$ cat config.mk
export PLATFORM = sky130hd
export DESIGN_NAME = branch_resolve_unit_flat
export DESIGN_NICKNAME = d
export VERILOG_FILES = /design/src/rtl/branch_resolve_unit_if.sv /design/src/rtl/branch_resolve_unit.sv /design/src/flat_wrapper.sv
export SDC_FILE = /design/constraint.sdc
export NUM_CORES = 1
export LEC_CHECK = 0
export ABC_AREA = 1
export BUFFER_PORTS_ARGS = -buffer_cell sky130_fd_sc_hd__buf_2
export CORE_MARGIN = 4
export CORE_UTILIZATION = 55
export CTS_CLUSTER_SIZE = 8
export DETAILED_ROUTE_END_ITERATION = 8
export PLACE_DENSITY = 0.83
export SLEW_MARGIN = 20
export SYNTH_ARGS = -nofsm -noshare
export SYNTH_HDL_FRONTEND = slang
export SYNTH_SLANG_ARGS = --single-unit
$ cat constraint.sdc
create_clock -name i_clk -period 18.7 [get_ports i_clk]
set_clock_uncertainty 0.2 [all_clocks]
set_input_delay 3.74 -clock i_clk [delete_from_list [all_inputs] [get_ports i_clk]]
set_output_delay 3.74 -clock i_clk [all_outputs]
set_load 0.03 [all_outputs]
$ cat src/rtl/branch_resolve_unit_if.sv
// -----------------------------------------------------------------------------
// branch_resolve_unit_if
// Bundles the pipeline-facing signals of the branch resolve unit.
//   slave  : the branch resolve unit itself (consumes IF/EX info, drives
//            flush/redirect, predictor update and perf counters)
//   master : the surrounding pipeline / predictor / CSR side
// Signals:
//   i_stall, i_flush_ext        pipeline hold, external (trap) flush
//   i_pred_taken_IF, i_pred_pc_IF   fetch-stage prediction
//   i_pc_EX, i_instr_EX, i_taken_EX, i_alu_data   EX-stage actual outcome
//   o_flush, o_pc_sel_redirect, o_redirect_pc     mispredict recovery
//   o_upd_valid/pc/target/taken                   predictor training write
//   o_br_count, o_mispred_count                   saturating perf counters
// -----------------------------------------------------------------------------
interface branch_resolve_unit_if #(
  parameter int XLEN  = 32,
  parameter int CNT_W = 32
);
  logic             i_stall;
  logic             i_flush_ext;
  logic             i_pred_taken_IF;
  logic [XLEN-1:0]  i_pred_pc_IF;
  logic [XLEN-1:0]  i_pc_EX;
  logic [31:0]      i_instr_EX;
  logic             i_taken_EX;
  logic [XLEN-1:0]  i_alu_data;
  logic             o_flush;
  logic             o_pc_sel_redirect;
  logic [XLEN-1:0]  o_redirect_pc;
  logic             o_upd_valid;
  logic [XLEN-1:0]  o_upd_pc;
  logic [XLEN-1:0]  o_upd_target;
  logic             o_upd_taken;
  logic [CNT_W-1:0] o_br_count;
  logic [CNT_W-1:0] o_mispred_count;

  modport master (
    output i_stall, i_flush_ext, i_pred_taken_IF, i_pred_pc_IF,
           i_pc_EX, i_instr_EX, i_taken_EX, i_alu_data,
    input  o_flush, o_pc_sel_redirect, o_redirect_pc,
           o_upd_valid, o_upd_pc, o_upd_target, o_upd_taken,
           o_br_count, o_mispred_count
  );

  modport slave (
    input  i_stall, i_flush_ext, i_pred_taken_IF, i_pred_pc_IF,
           i_pc_EX, i_instr_EX, i_taken_EX, i_alu_data,
    output o_flush, o_pc_sel_redirect, o_redirect_pc,
           o_upd_valid, o_upd_pc, o_upd_target, o_upd_taken,
           o_br_count, o_mispred_count
  );
endinterface

$ cat src/rtl/branch_resolve_unit.sv
// -----------------------------------------------------------------------------
// branch_resolve_unit
// Carries each fetched instruction's prediction through ID/EX as shadow state,
// checks it against the real control-flow outcome in EX, and on a miss raises
// flush plus a redirect PC. Every resolved control instruction produces one
// registered predictor-update pulse; branch and mispredict counts saturate.
// Ports:
//   i_clk, i_rst : clock, asynchronous active-high reset
//   bus          : branch_resolve_unit_if.slave (see interface for signals)
// -----------------------------------------------------------------------------
module branch_resolve_unit #(
  parameter int XLEN  = 32,
  parameter int CNT_W = 32
) (
  input logic                  i_clk,
  input logic                  i_rst,
  branch_resolve_unit_if.slave bus
);

  localparam logic [6:0] OP_BRANCH = 7'b1100011;
  localparam logic [6:0] OP_JAL    = 7'b1101111;
  localparam logic [6:0] OP_JALR   = 7'b1100111;

  // Saturating increment: holds at all-ones instead of wrapping.
  function automatic logic [CNT_W-1:0] sat_inc(input logic [CNT_W-1:0] v, input logic en);
    if (en && (v != {CNT_W{1'b1}})) begin
      sat_inc = v + {{(CNT_W-1){1'b0}}, 1'b1};
    end else begin
      sat_inc = v;
    end
  endfunction

  logic            sh_id_valid_q, sh_id_valid_d;
  logic            sh_id_taken_q, sh_id_taken_d;
  logic [XLEN-1:0] sh_id_pc_q,    sh_id_pc_d;
  logic            sh_ex_valid_q, sh_ex_valid_d;
  logic            sh_ex_taken_q, sh_ex_taken_d;
  logic [XLEN-1:0] sh_ex_pc_q,    sh_ex_pc_d;

  logic            upd_valid_q,  upd_valid_d;
  logic [XLEN-1:0] upd_pc_q,     upd_pc_d;
  logic [XLEN-1:0] upd_target_q, upd_target_d;
  logic            upd_taken_q,  upd_taken_d;

  logic [CNT_W-1:0] br_cnt_q,  br_cnt_d;
  logic [CNT_W-1:0] mis_cnt_q, mis_cnt_d;

  logic            is_ctrl;
  logic            resolve;
  logic            mispred;
  logic [XLEN-1:0] actual_next_pc;

  // Classify the EX instruction and decide whether its prediction was wrong.
  always_comb begin
    case (bus.i_instr_EX[6:0])
      OP_BRANCH, OP_JAL, OP_JALR: is_ctrl = 1'b1;
      default:                    is_ctrl = 1'b0;
    endcase
    resolve = sh_ex_valid_q & ~bus.i_stall;
    // Fall-through wraps modulo 2^XLEN by plain truncation.
    if (is_ctrl && bus.i_taken_EX) begin
      actual_next_pc = bus.i_alu_data;
    end else begin
      actual_next_pc = bus.i_pc_EX + {{(XLEN-3){1'b0}}, 3'd4};
    end
    if (!resolve) begin
      mispred = 1'b0;
    end else if (is_ctrl) begin
      mispred = (bus.i_taken_EX != sh_ex_taken_q) |
                (bus.i_taken_EX & sh_ex_taken_q & (sh_ex_pc_q != bus.i_alu_data));
    end else begin
      // A taken prediction on a non-control instruction is a BTB alias.
      mispred = sh_ex_taken_q;
    end
  end

  // Shadow ID/EX next state: flush beats stall beats advance.
  always_comb begin
    sh_id_valid_d = sh_id_valid_q;
    sh_id_taken_d = sh_id_taken_q;
    sh_id_pc_d    = sh_id_pc_q;
    sh_ex_valid_d = sh_ex_valid_q;
    sh_ex_taken_d = sh_ex_taken_q;
    sh_ex_pc_d    = sh_ex_pc_q;
    if (mispred || bus.i_flush_ext) begin
      sh_id_valid_d = 1'b0;
      sh_ex_valid_d = 1'b0;
    end else if (bus.i_stall) begin
      sh_id_valid_d = sh_id_valid_q;
      sh_ex_valid_d = sh_ex_valid_q;
    end else begin
      sh_ex_valid_d = sh_id_valid_q;
      sh_ex_taken_d = sh_id_taken_q;
      sh_ex_pc_d    = sh_id_pc_q;
      sh_id_valid_d = 1'b1;
      sh_id_taken_d = bus.i_pred_taken_IF;
      sh_id_pc_d    = bus.i_pred_pc_IF;
    end
  end

  // Predictor update and counter next state. The update is issued even when
  // an external flush coincides, since the EX instruction still completes.
  always_comb begin
    upd_valid_d  = resolve & is_ctrl;
    upd_pc_d     = upd_pc_q;
    upd_target_d = upd_target_q;
    upd_taken_d  = upd_taken_q;
    if (resolve && is_ctrl) begin
      upd_pc_d     = bus.i_pc_EX;
      upd_target_d = bus.i_alu_data;
      upd_taken_d  = bus.i_taken_EX;
    end else begin
      upd_pc_d     = upd_pc_q;
    end
    br_cnt_d  = sat_inc(br_cnt_q, resolve & is_ctrl);
    mis_cnt_d = sat_inc(mis_cnt_q, mispred);
  end

  // State registers.
  always_ff @(posedge i_clk or posedge i_rst) begin
    if (i_rst) begin
      sh_id_valid_q <= 1'b0;
      sh_id_taken_q <= 1'b0;
      sh_id_pc_q    <= {XLEN{1'b0}};
      sh_ex_valid_q <= 1'b0;
      sh_ex_taken_q <= 1'b0;
      sh_ex_pc_q    <= {XLEN{1'b0}};
      upd_valid_q   <= 1'b0;
      upd_pc_q      <= {XLEN{1'b0}};
      upd_target_q  <= {XLEN{1'b0}};
      upd_taken_q   <= 1'b0;
      br_cnt_q      <= {CNT_W{1'b0}};
      mis_cnt_q     <= {CNT_W{1'b0}};
    end else begin
      sh_id_valid_q <= sh_id_valid_d;
      sh_id_taken_q <= sh_id_taken_d;
      sh_id_pc_q    <= sh_id_pc_d;
      sh_ex_valid_q <= sh_ex_valid_d;
      sh_ex_taken_q <= sh_ex_taken_d;
      sh_ex_pc_q    <= sh_ex_pc_d;
      upd_valid_q   <= upd_valid_d;
      upd_pc_q      <= upd_pc_d;
      upd_target_q  <= upd_target_d;
      upd_taken_q   <= upd_taken_d;
      br_cnt_q      <= br_cnt_d;
      mis_cnt_q     <= mis_cnt_d;
    end
  end

  // Recovery outputs are combinational in EX; the interrupt path owns the PC
  // mux when it flushes, so only o_flush stays up in that case.
  assign bus.o_flush           = mispred;
  assign bus.o_pc_sel_redirect = mispred & ~bus.i_flush_ext;
  assign bus.o_redirect_pc     = mispred ? actual_next_pc : {XLEN{1'b0}};

  assign bus.o_upd_valid     = upd_valid_q;
  assign bus.o_upd_pc        = upd_pc_q;
  assign bus.o_upd_target    = upd_target_q;
  assign bus.o_upd_taken     = upd_taken_q;
  assign bus.o_br_count      = br_cnt_q;
  assign bus.o_mispred_count = mis_cnt_q;

endmodule
$ cat src/flat_wrapper.sv
// flat-port wrapper written by rule: the top's interface ports become plain ports
module branch_resolve_unit_flat 
#(
  parameter int XLEN  = 32,
  parameter int CNT_W = 32
)
  (i_clk, i_rst, bus_i_stall, bus_i_flush_ext, bus_i_pred_taken_IF, bus_i_pred_pc_IF, bus_i_pc_EX, bus_i_instr_EX, bus_i_taken_EX, bus_i_alu_data, bus_o_flush, bus_o_pc_sel_redirect, bus_o_redirect_pc, bus_o_upd_valid, bus_o_upd_pc, bus_o_upd_target, bus_o_upd_taken, bus_o_br_count, bus_o_mispred_count);
  branch_resolve_unit_if #(.XLEN(XLEN), .CNT_W(CNT_W)) bus_i ();
  input logic i_clk;
  input logic i_rst;
  input wire logic [$bits(bus_i.i_stall)-1:0] bus_i_stall;
  input wire logic [$bits(bus_i.i_flush_ext)-1:0] bus_i_flush_ext;
  input wire logic [$bits(bus_i.i_pred_taken_IF)-1:0] bus_i_pred_taken_IF;
  input wire logic [$bits(bus_i.i_pred_pc_IF)-1:0] bus_i_pred_pc_IF;
  input wire logic [$bits(bus_i.i_pc_EX)-1:0] bus_i_pc_EX;
  input wire logic [$bits(bus_i.i_instr_EX)-1:0] bus_i_instr_EX;
  input wire logic [$bits(bus_i.i_taken_EX)-1:0] bus_i_taken_EX;
  input wire logic [$bits(bus_i.i_alu_data)-1:0] bus_i_alu_data;
  output wire logic [$bits(bus_i.o_flush)-1:0] bus_o_flush;
  output wire logic [$bits(bus_i.o_pc_sel_redirect)-1:0] bus_o_pc_sel_redirect;
  output wire logic [$bits(bus_i.o_redirect_pc)-1:0] bus_o_redirect_pc;
  output wire logic [$bits(bus_i.o_upd_valid)-1:0] bus_o_upd_valid;
  output wire logic [$bits(bus_i.o_upd_pc)-1:0] bus_o_upd_pc;
  output wire logic [$bits(bus_i.o_upd_target)-1:0] bus_o_upd_target;
  output wire logic [$bits(bus_i.o_upd_taken)-1:0] bus_o_upd_taken;
  output wire logic [$bits(bus_i.o_br_count)-1:0] bus_o_br_count;
  output wire logic [$bits(bus_i.o_mispred_count)-1:0] bus_o_mispred_count;
  assign bus_i.i_stall = bus_i_stall;
  assign bus_i.i_flush_ext = bus_i_flush_ext;
  assign bus_i.i_pred_taken_IF = bus_i_pred_taken_IF;
  assign bus_i.i_pred_pc_IF = bus_i_pred_pc_IF;
  assign bus_i.i_pc_EX = bus_i_pc_EX;
  assign bus_i.i_instr_EX = bus_i_instr_EX;
  assign bus_i.i_taken_EX = bus_i_taken_EX;
  assign bus_i.i_alu_data = bus_i_alu_data;
  assign bus_o_flush = bus_i.o_flush;
  assign bus_o_pc_sel_redirect = bus_i.o_pc_sel_redirect;
  assign bus_o_redirect_pc = bus_i.o_redirect_pc;
  assign bus_o_upd_valid = bus_i.o_upd_valid;
  assign bus_o_upd_pc = bus_i.o_upd_pc;
  assign bus_o_upd_target = bus_i.o_upd_target;
  assign bus_o_upd_taken = bus_i.o_upd_taken;
  assign bus_o_br_count = bus_i.o_br_count;
  assign bus_o_mispred_count = bus_i.o_mispred_count;
  branch_resolve_unit #(.XLEN(XLEN), .CNT_W(CNT_W)) u_core (.i_clk(i_clk), .i_rst(i_rst), .bus(bus_i));
endmodule
# Word-level counts from Yosys, hierarchy flattened
# Index checks and enable logic that the tools add are counted.
# totals
ff_bits	198
inputBits	134
output_inout_bits	164
wordCells	48
# op_classes
addsub	3
eq_ne	8
mux	9
bitwise_logic	9
reduce_logical	7
# ops
operator	count
$add 32x1->32 const B	2
$mux 32	2
$ne 32x32->1 const B	2
$add 32x3->32 const B	1
$ne 32x32->1	1
$eq 7x7->1 const B	3
$mux 1	7
$and 1x1->1	5
$logic_and 1x1->1	4
$not 1->1	3
$reduce_or 3->1	1
$ne 2x1->1 const B	1
$reduce_and 2->1	1
$logic_or 1x1->1	1
$ne 1x1->1	1
$or 1x1->1	1

# Logic depth before layout (Yosys ltp)
# Gate-level depths: netlist (run 1).
# logic_depth
depth_word	8
mapped_depth	16
ltp_nobuf	14

# Least setup slack after synthesis (run 1)
# Ideal clock, no wire load.
# synth_timing
path_type	input port to output port
start	input port bus_i_pc_EX[2]
end	output port bus_o_redirect_pc[22]
arrival_ps	5324
required_ps	14760
setup_slack_ps	9436
cell_stages	10
n_path_buf	0
path_cell_list	ha_1 -> nand2_1 -> nor3_2 -> nand2_1 -> inv_2 -> nand2_1 -> nor3_1 -> xor2_1 -> nand2_1 -> a21oi_1
# synth_via
elab_chain_cells	3
# synth_rtl
element	line	source
from (decl)	flat_wrapper.sv:15	input wire logic [$bits(bus_i.i_pc_EX)-1:0] bus_i_pc_EX;
$add 32x3->32	branch_resolve_unit.sv:64	actual_next_pc = bus.i_pc_EX + {{(XLEN-3){1'b0}}, 3'd4};
$mux 32	branch_resolve_unit.sv:61	if (is_ctrl && bus.i_taken_EX) begin
$mux 32	branch_resolve_unit.sv:154	assign bus.o_redirect_pc = mispred ? actual_next_pc : {XLEN{1'b0}};
to (decl)	flat_wrapper.sv:21	output wire logic [$bits(bus_i.o_redirect_pc)-1:0] bus_o_redirect_pc;
# Every way passes these cells.

# Worst setup path after layout (run 1)
# layout_timing
start	input port bus_i_instr_EX[3]
end	output port bus_o_redirect_pc[9]
# layout_via
elab_chain_cells	6
word_cells_on_any_way	10
classes_between	eq/ne: 3; mux: 5; reduce/logical: 2
# layout_rtl
element	line	source
from (decl)	flat_wrapper.sv:16	input wire logic [$bits(bus_i.i_instr_EX)-1:0] bus_i_instr_EX;
$eq 7x7->1	branch_resolve_unit.sv:55	case (bus.i_instr_EX[6:0])
$reduce_or 3->1 *	branch_resolve_unit.sv:55	
$mux 1 *	branch_resolve_unit.sv:55	
$mux 1 or $logic_and 1x1->1 (tied branches)	branch_resolve_unit.sv:68, branch_resolve_unit.sv:61	
$mux 1 or $mux 32 (tied branches)	branch_resolve_unit.sv:66, branch_resolve_unit.sv:61	
$mux 32 *	branch_resolve_unit.sv:154	
# Mark *: on every way between the ends. The rest lies on a longest branch, timed or not.

==> flow_metrics.env, run 1 <==
export IMPL_maxCapViolCount=0
export IMPL_root_buffer="clkbuf_16"
export IMPL_clk_pin_slew_ps=70
export IMPL_syn_to_final_growth_pct=19.2
export IMPL_ys_async_sr_fraction_pct=100
export IMPL_gr_usage_all_layers_pct=29.6
export IMPL_cts_setup_buffers=0
export IMPL_cts_tree="yes"
export IMPL_cpLargestDelayFamily="buffers and inverters"
export IMPL_setup_violations_final=0
export IMPL_synth_top_family_by_area="simple AND/OR/NAND/NOR gates"
export IMPL_fmax_mhz=97.1
export IMPL_slowest_stage="clkinv_1"
export IMPL_clock_latency_ps=440
export IMPL_layout_commonest_cell="nand2_1"
export IMPL_ys_seq_elements=198
export IMPL_fp_dieW_um=148
export IMPL_start_util_pct=56.8
export IMPL_drtAntennaViolNets=0
export IMPL_vdd_drop_max_mv=0.0652
export IMPL_die_area_um2=21900
export IMPL_synth_fp_nets=1578
export IMPL_vias=10433
export IMPL_status="completed"
export IMPL_synth_distinct_cells=31
export IMPL_overflow=0
export IMPL_slew_violations=0
export IMPL_period_share_pct=55.0
export IMPL_grt_pass1_vias=9786
export IMPL_path_buf_inv=3
export IMPL_grt_max_degree=121
export IMPL_synth_area_um2=10800
export IMPL_crit_path_max_fanout=40
export IMPL_cp_data_required_time_ps=14760
export IMPL_cp_start_kind="primary input"
export IMPL_synth_compound_area_share_pct=4.23
export IMPL_final_cell_mix="nand2_1, buf_2, dfrtp_1"
export IMPL_synth_xor_area_share_pct=8.45
export IMPL_critical_path_cell_chain="buf_2 > a21oi_1 > nand3_2 > clkinv_1 > nand2_1 > a21oi_1 > buf_2"
export IMPL_synthMuxAreaShare_pct=0
export IMPL_drt_iter0_drc=981
export IMPL_firstDrtPassIters=5
export IMPL_final_util_pct=67.7
export IMPL_place_congestion=0.969
export IMPL_syn_inst=1440
export IMPL_setup_tns_ps=0
export IMPL_cts_buffers=17
export IMPL_synth_simple_gate_area_share_pct=34.5
export IMPL_die_y_um=148
export IMPL_synth_edf_count=0
export IMPL_ys_flop_type="dfrtp_1"
export IMPL_clock_sinks=198
export IMPL_final_nets=1813
export IMPL_cts_buffer_depth=2
export IMPL_drt_vias_per_instance=5.36
export IMPL_fillerInstances=1703
export IMPL_worstSetupEndpointType="output port"
export IMPL_drive_gt1_share_pct=20.0
export IMPL_cts_max_level=4
export IMPL_worst_endpoint_arrival_ps=6350
export IMPL_core_area_um2=19000
export IMPL_max_slew_margin_pct=35.5
export IMPL_rsz0062_at_grt="no"
export IMPL_io_pins=298
export IMPL_hold_path_class="flip-flop to flip-flop"
export IMPL_ctsResizeCount=0
export IMPL_max_stage_delay_ps=810
export IMPL_port_buffers=272
export IMPL_ys_warn_count=0
export IMPL_drt_wl_total_um=32900
export IMPL_hpwl_um=24300
export IMPL_fin_crit_ps=10290
export IMPL_grt_pass1_wl_um=51700
export IMPL_synth_fa_ha_area_share_pct=0.464
export IMPL_rows=50
export IMPL_n_antenna_cell=0
export IMPL_yosysSeqAreaShare_pct=46.0
export IMPL_cts_hold_buf=0
export IMPL_path_class="primary input to output port"
export IMPL_wire_per_inst_um=16.9
export IMPL_hold_viol_final=0
export IMPL_power_density_nw_per_um2=79.0
export IMPL_antenna_found_initial=3
export IMPL_tightest_slew_ps=967
export IMPL_drc=0
export IMPL_p_leak_nw=6.96
export IMPL_avgSynthCellArea_um2=7.48
## layer usage
layer / wire [um] / part of all wire, % / global-route usage (%)
met3: 2290 / 7.0 / 5.15
met1: 13900 / 42 / 40.3
met2: 15700 / 48 / 48.0
met4: 983 / 3.0 / 10.4
met5: 34 / 0.10 / 0
## synth_stat cells, drive strengths merged, types with 2 or more instances
| master | count | share of area, % |
|---|---|---|
| a21oi | 26 | 1.2 |
| buf | 19 | 1.0 |
| clkbuf | 45 | 1.6 |
| dfrtp | 198 | 46 |
| ha | 4 | 0.46 |
| inv | 106 | 3.7 |
| nand2 | 570 | 20 |
| nand3 | 60 | 3.0 |
| nand3b | 2 | 0.14 |
| nand4 | 86 | 5.0 |
| nor2 | 103 | 3.6 |
| nor3 | 36 | 1.8 |
| nor4 | 14 | 0.81 |
| o21ai | 62 | 2.9 |
| xnor2 | 43 | 3.5 |
| xor2 | 61 | 5.0 |
## per-stage QoR
stage	hold WS (ps)	instance area [um^2]	std cells	worst slack, ps	total power [W]
CTS	272	12800	1948	8460	0.00102
global route	281	12800	1948	8210	0.00106
floorplan	242	10800	1440	9360	0.000601
finish	267	12800	1948	8410	0.00101
global placement	249	12300	1916	8450	0.000654
detailed placement	253	12300	1916	8450	0.000660
## cell type report
type | count | area, um^2 | area share [%]
Clock buffer | 17 | 425 | 3.31
Clock inverter | 15 | 156 | 1.22
Inverter | 107 | 409 | 3.19
Multi-Input combinational cell | 1071 | 5140 | 40.1
Sequential cell | 198 | 4950 | 38.6
Tap cell | 260 | 325 | 2.53
Timing Repair Buffer | 280 | 1430 | 11.1
## power by group
group / leakage [nW] / internal [W] / total (W) / switching, W
clock network: 0.278 / 0.000178 / 0.000362 / 0.000184
logic: 4.08 / 0.0000531 / 0.000161 / 0.000108
registers: 2.60 / 0.000463 / 0.000491 / 0.0000274
## logic make-up (layout without fill, tap and decap cells)
group	after synthesis	after routing
AOI/OAI and AO/OA	89	89
xor gates and xnor gates	104	104
adders and majority gates	4	4
buffers and inverters	171	419
DFF	198	198
and+or+nand+nor	874	874
## sequential cells by signal, summed over array words and instances, names as in the netlist
register,count
u_core.sh_id_pc_q,32
u_core.bus.o_upd_valid,1
u_core.sh_ex_pc_q,32
u_core.sh_id_valid_q,1
u_core.bus.o_upd_pc,32
u_core.bus.o_upd_taken,1
u_core.bus.o_br_count,32
u_core.bus.o_mispred_count,32
u_core.sh_id_taken_q,1
u_core.sh_ex_taken_q,1
u_core.sh_ex_valid_q,1
u_core.bus.o_upd_target,32
## final timing paths
| check | startpoint | to | slack (ps) | depth (start not counted) |
|---|---|---|---|---|
| max | bus_i_instr_EX[3] | bus_o_redirect_pc[9] | 8410 | 7 |
| min | u_core.bus.o_upd_target[26] | u_core.bus.o_upd_target[26] | 270 | 2 |
| max reg2reg | u_core.bus.o_mispred_count[0] | u_core.bus.o_mispred_count[15] | 15520 | 8 |
| min reg2reg | u_core.bus.o_upd_target[26] | u_core.bus.o_upd_target[26] | 270 | 2 |
| max in group asynchronous | i_rst | u_core.sh_id_pc_q[5] | 13750 | 3 |
| min in group asynchronous | i_rst | u_core.bus.o_mispred_count[1] | 3260 | 2 |
## worst min-delay path: cells and delay by family (launching register included)
family           cells  cell delay [ps]
flip-flops           1              340
AND/OR/NAND/NOR      2              100
Power figures use the tool's default switching activity.
==> run 2: changes to the inputs <==
- CORE_UTILIZATION: 55 -> 48
- PLACE_DENSITY: 0.83 -> 0.77
- clock period: 18.7 -> 8.55 ns (I/O delays scaled with it)
==> flow_metrics.env, run 2 (same netlist as run 1, synthesis figures left out) <==
export IMPL_status="completed"
export IMPL_grt_pass1_wl_um=51300
export IMPL_p_leak_nw=6.96
export IMPL_setup_violations_final=0
export IMPL_ctsResizeCount=0
export IMPL_path_depth=9
export IMPL_slew_violations=0
export IMPL_setup_tns_ps=0
export IMPL_fmax_mhz=169
export IMPL_rsz0062_at_grt="no"
export IMPL_multi_input_area_um2=5140
export IMPL_clock_latency_ps=440
export IMPL_hold_path_cell_count=2
export IMPL_place_inst=1935
export IMPL_rows=54
export IMPL_firstDrtPassIters=5
export IMPL_r2r_start="u_core.bus.o_mispred_count[0]"
export IMPL_cp_data_required_time_ps=6640
export IMPL_ff2ff_setup_slack_ps=5390
export IMPL_layout_commonest_cell="nand2_1"
export IMPL_path_buf_inv=5
export IMPL_start_util_pct=49.1
export IMPL_die_y_um=158
export IMPL_worstSetupEndpointType="output port"
export IMPL_maxCapViolCount=0
export IMPL_final_cell_mix="nand2_1, buf_2, dfrtp_1"
export IMPL_cts_tree="yes"
export IMPL_fp_dieW_um=158
export IMPL_max_slew_margin_pct=24.8
export IMPL_slowest_stage="clkinv_1"
export IMPL_syn_to_final_growth_pct=19.4
export IMPL_antenna_found_initial=1
export IMPL_core_area_um2=22000
export IMPL_whs_ps=270
export IMPL_fin_crit_ps=5910
export IMPL_wire_per_inst_um=16.7
export IMPL_port_buffers=272
export IMPL_path_class="primary input to output port"
export IMPL_cts_hold_buf=0
export IMPL_crit_end="bus_o_redirect_pc[11]"
export IMPL_max_stage_delay_ps=820
export IMPL_worst_endpoint_arrival_ps=4000
export IMPL_fillerInstances=2117
export IMPL_die_area_um2=24900
export IMPL_p_total_w=0.00222
export IMPL_hold_path_class="flip-flop to flip-flop"
export IMPL_r2r_end="u_core.bus.o_mispred_count[14]"
export IMPL_hpwl_um=24200
export IMPL_drt_wl_total_um=32800
export IMPL_drt_iter0_drc=814
export IMPL_power_density_nw_per_um2=172
export IMPL_reg2regPathDepth=8
export IMPL_cts_max_level=4
export IMPL_cts_buffer_depth=2
export IMPL_final_nets=1812
export IMPL_cpLargestDelayFamily="buffers and inverters"
export IMPL_grt_pass1_vias=9753
export IMPL_vdd_drop_max_mv=0.121
export IMPL_critical_path_cell_chain="buf_2 > inv_1 > a21oi_1 > nand3_2 > buf_4 > clkinv_1 > o21ai_0 > nor2_1 > buf_2"
export IMPL_register_area_um2=4950
export IMPL_root_buffer="clkbuf_16"
export IMPL_drt_vias_per_instance=5.29
export IMPL_worstSetupStartpoint="bus_i_instr_EX[2]"
export IMPL_period_share_pct=69.2
export IMPL_io_pins=298
export IMPL_drive_gt1_share_pct=20.0
export IMPL_drtAntennaViolNets=0
export IMPL_place_congestion=0.916
export IMPL_clk_pin_slew_ps=70
export IMPL_hold_viol_final=0
export IMPL_crit_path_max_fanout=40
export IMPL_cts_setup_buffers=0
export IMPL_tightest_slew_ps=1130
export IMPL_drc=0
export IMPL_gr_usage_all_layers_pct=26.1
export IMPL_stdcell_count=1968
export IMPL_grt_max_degree=122
export IMPL_overflow=0
export IMPL_cp_start_kind="primary input"
export IMPL_clock_sinks=198
export IMPL_cp_common_cell="buf_2"
export IMPL_cts_buffers=17
export IMPL_vias=10401
## run 2: cell types whose count changed in the layout (fill, tap and decap cells not counted)
cell,before,now
inv_8,3,4
clkinv_2,0,1
inv_6,5,1
buf_6,1,0
inv_2,8,7
diode_2,0,1
clkinv_8,3,4
clkinv_4,3,5
## run 2: stage by stage
step | util [%] | cell area (um^2) | setup WS [ps]
after floorplan | - | 10800 | 1240
after global placement | 55.9 | 12300 | 2730
after detailed placement | 55.9 | 12300 | 2690
after CTS | 58.6 | 12900 | 2680
after global routing | 58.6 | 12900 | 2490
final | 58.6 | 12900 | 2640
## run 2: cell type report
class | instances | share of cell area [%]
well taps | 280 | 2.72
diodes | 1 | 0.0194
inverters | 107 | 3.19
flip-flops and latches | 198 | 38.5
multi-input cells | 1071 | 40.0
clock buffers | 17 | 3.31
repair buffers | 279 | 11.0
clock inverters | 15 | 1.29
## run 2: worst min-delay path, delay by kind of cell, from the launching register on
kind / cells / cell delay [ps]
AND/OR/NAND/NOR: 2 / 100
flip-flops: 1 / 340
## run 2: where the power goes
group / leakage, nW / switching (W) / internal, W / total (W)
Clock: 0.281 / 0.000403 / 0.000392 / 0.000795
Sequential: 2.60 / 0.0000589 / 0.00101 / 0.00107
Combinational: 4.07 / 0.000235 / 0.000116 / 0.000350
## run 2: metal layers
layer | GRT usage [%] | wire length (um) | vias to the layer above | share of wire, %
li1 | - | - | 5086 | -
met5 | 0 | 20 | - | 0.061
met3 | 4.35 | 2460 | 63 | 7.5
met4 | 9.79 | 1100 | 2 | 3.3
met2 | 41.6 | 14900 | 428 | 45
met1 | 35.8 | 14300 | 4822 | 44
## run 2: worst min-delay path by stage
stage | start | slack, ps | end
floorplan | u_core.sh_id_pc_q[0] | 240 | u_core.sh_id_pc_q[0]
global placement | u_core.bus.o_upd_target[22] | 250 | u_core.bus.o_upd_target[22]
detailed placement | u_core.bus.o_upd_pc[4] | 250 | u_core.bus.o_upd_pc[4]
CTS | u_core.bus.o_upd_target[6] | 270 | u_core.bus.o_upd_target[6]
global route | u_core.sh_id_pc_q[31] | 290 | u_core.sh_id_pc_q[31]
finish | u_core.bus.o_upd_target[22] | 270 | u_core.bus.o_upd_target[22]
